### src/rtl/note_bram_arbiter_if.sv
// Request/response bundle between the two note BRAM clients, the arbiter
// and the BRAM read port.
interface note_bram_arbiter_if #(
    parameter int ADDR_W = 9,
    parameter int DATA_W = 16
);
    logic              req0_valid;
    logic [ADDR_W-1:0] req0_addr;
    logic              req0_ready;
    logic              rsp0_valid;
    logic [DATA_W-1:0] rsp0_data;

    logic              req1_valid;
    logic [ADDR_W-1:0] req1_addr;
    logic              req1_ready;
    logic              rsp1_valid;
    logic [DATA_W-1:0] rsp1_data;

    logic              bram_en;
    logic [ADDR_W-1:0] bram_addr;
    logic [DATA_W-1:0] bram_dout;

    // Arbiter side.
    modport slave (
        input  req0_valid, req0_addr, req1_valid, req1_addr, bram_dout,
        output req0_ready, rsp0_valid, rsp0_data,
        output req1_ready, rsp1_valid, rsp1_data,
        output bram_en, bram_addr
    );

    // Client and BRAM side.
    modport master (
        output req0_valid, req0_addr, req1_valid, req1_addr, bram_dout,
        input  req0_ready, rsp0_valid, rsp0_data,
        input  req1_ready, rsp1_valid, rsp1_data,
        input  bram_en, bram_addr
    );
endinterface

### src/rtl/note_bram_arbiter.sv
// Round-robin arbiter sharing the note BRAM read port between the loader/scorer
// (port 0) and the renderer (port 1); read data is routed back by a tag pipeline.
module note_bram_arbiter #(
    parameter int ADDR_W  = 9,
    parameter int DATA_W  = 16,
    parameter int LATENCY = 2
) (
    input  logic                  clk,
    input  logic                  reset_n,
    note_bram_arbiter_if.slave    bus
);
    logic               r_last;
    logic [LATENCY-1:0] r_tag_valid;
    logic [LATENCY-1:0] r_tag_port;
    logic               r_rsp0_valid;
    logic               r_rsp1_valid;
    logic [DATA_W-1:0]  r_rsp0_data;
    logic [DATA_W-1:0]  r_rsp1_data;

    logic               w_grant0;
    logic               w_grant1;
    logic               w_fire;
    logic               w_out_valid;
    logic               w_out_port;

    // r_last names the port granted most recently; a tie goes to the other one.
    always_comb begin
        w_grant0 = 1'b0;
        w_grant1 = 1'b0;
        if (reset_n) begin
            if (bus.req0_valid && bus.req1_valid) begin
                w_grant0 = r_last;
                w_grant1 = !r_last;
            end else begin
                w_grant0 = bus.req0_valid;
                w_grant1 = bus.req1_valid;
            end
        end
    end

    assign w_fire         = w_grant0 || w_grant1;
    assign bus.req0_ready = w_grant0;
    assign bus.req1_ready = w_grant1;
    assign bus.bram_en    = w_fire;
    assign bus.bram_addr  = w_grant0 ? bus.req0_addr :
                            (w_grant1 ? bus.req1_addr : '0);

    always_ff @(posedge clk) begin
        if (!reset_n) begin
            r_last <= 1'b1;
        end else if (w_fire) begin
            r_last <= w_grant1;
        end
    end

    // Tag reaches the last stage in the same cycle its data appears on bram_dout.
    always_ff @(posedge clk) begin
        if (!reset_n) begin
            r_tag_valid <= '0;
            r_tag_port  <= '0;
        end else begin
            r_tag_valid[0] <= w_fire;
            r_tag_port[0]  <= w_grant1;
            for (int i = LATENCY - 1; i > 0; i--) begin
                r_tag_valid[i] <= r_tag_valid[i-1];
                r_tag_port[i]  <= r_tag_port[i-1];
            end
        end
    end

    assign w_out_valid = r_tag_valid[LATENCY-1];
    assign w_out_port  = r_tag_port[LATENCY-1];

    always_ff @(posedge clk) begin
        if (!reset_n) begin
            r_rsp0_valid <= 1'b0;
            r_rsp1_valid <= 1'b0;
            r_rsp0_data  <= '0;
            r_rsp1_data  <= '0;
        end else begin
            r_rsp0_valid <= w_out_valid && !w_out_port;
            r_rsp1_valid <= w_out_valid && w_out_port;
            if (w_out_valid && !w_out_port) begin
                r_rsp0_data <= bus.bram_dout;
            end
            if (w_out_valid && w_out_port) begin
                r_rsp1_data <= bus.bram_dout;
            end
        end
    end

    assign bus.rsp0_valid = r_rsp0_valid;
    assign bus.rsp1_valid = r_rsp1_valid;
    assign bus.rsp0_data  = r_rsp0_data;
    assign bus.rsp1_data  = r_rsp1_data;

    // A waiting requester may withdraw, but must not move its address.
    a_req0_addr_stable: assert property (@(posedge clk) disable iff (!reset_n)
        (bus.req0_valid && !bus.req0_ready) |=> (!bus.req0_valid || $stable(bus.req0_addr)));
    a_req1_addr_stable: assert property (@(posedge clk) disable iff (!reset_n)
        (bus.req1_valid && !bus.req1_ready) |=> (!bus.req1_valid || $stable(bus.req1_addr)));

endmodule

### src/flat_wrapper.sv
// flat-port wrapper written by rule: the top's interface ports become plain ports
module note_bram_arbiter_flat 
#(
    parameter int ADDR_W  = 9,
    parameter int DATA_W  = 16,
    parameter int LATENCY = 2
)
  (clk, reset_n, bus_req0_valid, bus_req0_addr, bus_req1_valid, bus_req1_addr, bus_bram_dout, bus_req0_ready, bus_rsp0_valid, bus_rsp0_data, bus_req1_ready, bus_rsp1_valid, bus_rsp1_data, bus_bram_en, bus_bram_addr);
  note_bram_arbiter_if #(.ADDR_W(ADDR_W), .DATA_W(DATA_W)) bus_i ();
  input  logic clk;
  input  logic reset_n;
  input wire logic [$bits(bus_i.req0_valid)-1:0] bus_req0_valid;
  input wire logic [$bits(bus_i.req0_addr)-1:0] bus_req0_addr;
  input wire logic [$bits(bus_i.req1_valid)-1:0] bus_req1_valid;
  input wire logic [$bits(bus_i.req1_addr)-1:0] bus_req1_addr;
  input wire logic [$bits(bus_i.bram_dout)-1:0] bus_bram_dout;
  output wire logic [$bits(bus_i.req0_ready)-1:0] bus_req0_ready;
  output wire logic [$bits(bus_i.rsp0_valid)-1:0] bus_rsp0_valid;
  output wire logic [$bits(bus_i.rsp0_data)-1:0] bus_rsp0_data;
  output wire logic [$bits(bus_i.req1_ready)-1:0] bus_req1_ready;
  output wire logic [$bits(bus_i.rsp1_valid)-1:0] bus_rsp1_valid;
  output wire logic [$bits(bus_i.rsp1_data)-1:0] bus_rsp1_data;
  output wire logic [$bits(bus_i.bram_en)-1:0] bus_bram_en;
  output wire logic [$bits(bus_i.bram_addr)-1:0] bus_bram_addr;
  assign bus_i.req0_valid = bus_req0_valid;
  assign bus_i.req0_addr = bus_req0_addr;
  assign bus_i.req1_valid = bus_req1_valid;
  assign bus_i.req1_addr = bus_req1_addr;
  assign bus_i.bram_dout = bus_bram_dout;
  assign bus_req0_ready = bus_i.req0_ready;
  assign bus_rsp0_valid = bus_i.rsp0_valid;
  assign bus_rsp0_data = bus_i.rsp0_data;
  assign bus_req1_ready = bus_i.req1_ready;
  assign bus_rsp1_valid = bus_i.rsp1_valid;
  assign bus_rsp1_data = bus_i.rsp1_data;
  assign bus_bram_en = bus_i.bram_en;
  assign bus_bram_addr = bus_i.bram_addr;
  note_bram_arbiter #(.ADDR_W(ADDR_W), .DATA_W(DATA_W), .LATENCY(LATENCY)) u_core (.clk(clk), .reset_n(reset_n), .bus(bus_i));
endmodule
### config.mk
export PLATFORM = sky130hd
export DESIGN_NAME = note_bram_arbiter_flat
export DESIGN_NICKNAME = d
export VERILOG_FILES = /design/src/rtl/note_bram_arbiter_if.sv /design/src/rtl/note_bram_arbiter.sv /design/src/flat_wrapper.sv
export SDC_FILE = /design/constraint.sdc
export NUM_CORES = 1
export LEC_CHECK = 0
export BUFFER_PORTS_ARGS = -buffer_cell sky130_fd_sc_hd__buf_4
export CORE_MARGIN = 2
export CORE_UTILIZATION = 30
export CTS_CLUSTER_SIZE = 8
export DETAILED_ROUTE_END_ITERATION = 12
export RECOVER_POWER = 50
export SKIP_CTS_REPAIR_TIMING = 1
export SYNTH_ARGS = -nofsm -noshare
export SYNTH_HDL_FRONTEND = slang
export SYNTH_SLANG_ARGS = --single-unit
### constraint.sdc
create_clock -name clk -period 1.6 [get_ports clk]
set_clock_uncertainty 0.15 [all_clocks]
set_input_delay 0.08 -clock clk [delete_from_list [all_inputs] [get_ports clk]]
set_output_delay 0.08 -clock clk [all_outputs]
set_load 0.05 [all_outputs]
# ---- Yosys cells after proc, flatten, opt, wreduce, memory -nomap -nowiden
# Index checks and enable logic that the tools add are counted.
dict set report totals {
  inputBits 38
  n_memories 0
  mem_bits_rw 0
  wordCells 19
  latch_bits 0
  romBits 0
  reg_bits 39
  out_inout_bits 46
}
dict set report op_classes {
  n_shift 0
  n_div 0
  reduce_logical 6
  muxes 6
  addsub 0
  bitwise_logic 0
  n_lt_le_gt_ge 0
  n_mul 0
  n_eq_ne 0
}
# operator n
set ops {}
lappend ops {{$mux 9} 2}
lappend ops {{$mux 1} 4}
lappend ops {{$logic_and 1x1->1} 3}
lappend ops {{$logic_not 1->1} 2}
lappend ops {{$logic_or 1x1->1} 1}

# ---- Depth between registers and ports, before layout
dict set report depth {
  depth_word 5
  depth_mapped 5
  mapped_depth_nobuf 3
}

# ---- Least setup slack after synthesis
# Ideal clock, no wire load.
dict set report synth_timing {
  path_type {reg2out}
  start {reg u_core.r_last}
  end {out bus_bram_addr[0]}
  t_required_ns 1.370
  setup_slack_ns -0.046
  t_arrival_ns 1.416
  stages_incl_launch_ff 4
  path_cell_list {dfxtp_1 > nand2b_1 > nand2_1 > o22ai_1}
}
dict set report synth_between {
  elab_chain_len 5
  word_cells_on_any_way 7
}
# element line
set synth_rtl {}
lappend synth_rtl {{start: declaration} note_bram_arbiter.sv:12} ;# logic r_last;
lappend synth_rtl {{start signal: assignment} note_bram_arbiter.sv:52} ;# r_last <= w_grant1;
lappend synth_rtl {{$logic_not 1->1} note_bram_arbiter.sv:33} ;# w_grant1 = !r_last;
lappend synth_rtl {{$mux 1} note_bram_arbiter.sv:31} ;# if (bus.req0_valid && bus.req1_valid) begin
lappend synth_rtl {{$mux 1} note_bram_arbiter.sv:30} ;# if (reset_n) begin
lappend synth_rtl {{$mux 9} note_bram_arbiter.sv:46} ;# (w_grant1 ? bus.req1_addr : '0);
lappend synth_rtl {{$mux 9 (*)} note_bram_arbiter.sv:45} ;# assign bus.bram_addr = w_grant0 ? bus.req0_addr :
lappend synth_rtl {{end: declaration} flat_wrapper.sv:24} ;# output wire logic [$bits(bus_i.bram_addr)-1:0] bus_bram_addr;
# Mark *: on every way between the ends. The rest lies on a longest branch, timed or not.

# ---- Final worst setup path
dict set report layout_timing {
  start {reg u_core.r_last}
  end {out bus_bram_addr[6]}
}
# The elaborated chain is that of the path after synthesis.

==> results.cfg <==
[outcome]
run_status = complete, but fails checks
violations = hold timing

[route]
via_count = 1626
routedWlPerCell_microns = 11.3
drc_errors = 0
ant_nets = 0
drt-initial-drc-count = 106
dr.pass1.iters = 4
wirelength_microns = 4140
routed_via_density = 4.42

[placement]
dpl.cell_count = 340
dpl.hpwl_microns = 2820
gp_congestion = 0.696
place_area_sq_um = 2180
port_buffers = 83

[floorplanning]
io_pins = 84
core_sq_um = 4790
start_util_pct = 31.6
die_h_microns = 75.0
row_count = 25
fp.dieW_microns = 75.0
die-area_sq_um = 5620

[hold_path]
hold_class = in2reg
whs_path_depth = 3

[grt]
grt_pass1_wl_microns = 5980
grt_max_degree = 33
grt_overflow_total = 0
gr-usage-all-layers_pct = 14.1
grt_pass1_vias = 1402
antenna_found_initial = 0

[yosys]
syn_area_sq_um = 1510
yosysMostFrequentCell = nand2_1
synth_commonest_cells = 87 x nand2_1, 39 x dfxtp_1, 29 x a21oi_1
synthCells = 198
synth-edff-count = 0
ys.flop_type = dfxtp_1
ys_types = 16
netlist.area_leader.share_pct = 51.7
synth_nets = 236
synth_area_per_cell_sq_um = 7.63
synth_warnings = 0
ys_seq_area_share_pct = 51.7
synthArstFlopShare_pct = 0
synth-seq-cells = 39
synth_top_cell_by_area = dfxtp_1
synthTopCellsByArea = dfxtp_1 52%, nand2_1 22%, a21oi_1 9.6%

[sta]
period_share_pct = 93.8
fin_crit_ps = 1500
final-setup-viol-count = 0
rsz0062_at_grt = no
drv_slew = 0
whs_ps = -31.8
worstMarginPinSlew_ps = 647
hold_viol = 2
fmax_mhz = 667
relSlewSlack_pct = 57.1

[flow_run]
drv_cap = 0

[clock_tree]
cts_buffers = 5
clk-insertion-delay-late_ps = 290
cts.reportedPaths.clkPinSlew_ps = 70
clock-root-buffer = clkbuf_8
cts_tree = yes
clock_path_buffers = 2
h-tree-depth = 2
cts.sinks = 39

[finish]
final_util_pct = 49.4
drive_gt1_share_pct = 23.3
stdcell_area_sq_um = 2360
num_antenna_cells = 0
final_cells = 368
syn_to_final_growth_pct = 56.4
finalNetCount = 338

[pwr]
total_power_mw = 2.08
cellLeakagePower_nw = 0.952
peakVddDrop_mv = 0.400
powerDensity_nw_per_um2 = 881

[setup_path]
r2r_cells = 3
end_kind = primary output
crit_fanout = 10
path_class = reg2out
cp.required_ps = 1370
worstPathArrival_ps = 1270
startpoint_type = register
-- through the flow --
stage          setup WS [ps]  setup TNS, ps  hold slack [ps]
3_5_place_dp             229              0              182
5_1_grt                 30.9              0             6.48
2_1_floorplan          -46.1           -415             55.5
3_3_place_gp             277              0              170
6_report                99.9              0            -31.8
4_1_cts                -93.9           -726             -125
-- sequential cells by signal, summed over array words and instances, names as in the netlist --
| name | flops |
|---|---|
| u_core.bus.rsp1_data | 16 |
| u_core.bus.rsp0_data | 16 |
| u_core.bus.rsp0_valid | 1 |
| u_core.r_tag_port | 2 |
| u_core.bus.rsp1_valid | 1 |
| u_core.r_tag_valid | 2 |
| u_core.r_last | 1 |
-- cells in the final DEF, fill, tap and decap left out, types with 2 or more instances in the layout --
cell type / n
dlygate4sd3_1: 20
a21oi_2: 3
a21oi_1: 29
nand2b_1: 2
clkbuf_1: 36
buf_4: 54
nor2_1: 7
dfxtp_1: 38
o22ai_1: 8
and2_1: 2
nand2_1: 85
clkbuf_8: 5
-- per-layer routing --
metal	global-route usage, %	vias to the layer above	routed length, microns
li1	-	836	-
met1	15.8	710	1750
met2	23.6	74	1930
met3	5.35	6	388
met4	6.75	0	68
met5	0	-	0
-- kinds of logic after synthesis --
family	synth area share, %
simple gates	27.0
compound gates	15.1
flops	51.7
buf+inv	6.29
-- final cells by class --
class | count | area [sq um]
multi-input combinational | 144 | 659
clock inverter | 1 | 5.00
fill | 516 | 2420
clock buffer | 7 | 76.3
inverter | 1 | 3.75
sequential | 39 | 782
tap | 67 | 83.8
timing repair buffer | 109 | 753
-- report_power, final --
group | internal (mW) | switching, mW | total, mW
logic | 0.168 | 0.271 | 0.438
registers | 1.00 | 0.0151 | 1.01
clock network | 0.306 | 0.324 | 0.630
total | 1.47 | 0.610 | 2.08
-- worst paths after layout --
check	start	end	slack [ps]
hold reg to reg	u_core.r_tag_valid[0]	u_core.r_tag_valid[1]	280
setup reg to reg	u_core.r_last	u_core.r_last	250
hold / removal	bus_req0_valid	u_core.r_last	-30
setup / recovery	u_core.r_last	bus_bram_addr[6]	100
-- critical path: stages (launching register included) --
cell and delay [ps]:
dfxtp_2 340, nand2b_4 130, nand2_4 90, o22ai_1 190, buf_4 230
(Power assumes the default switching activity.)
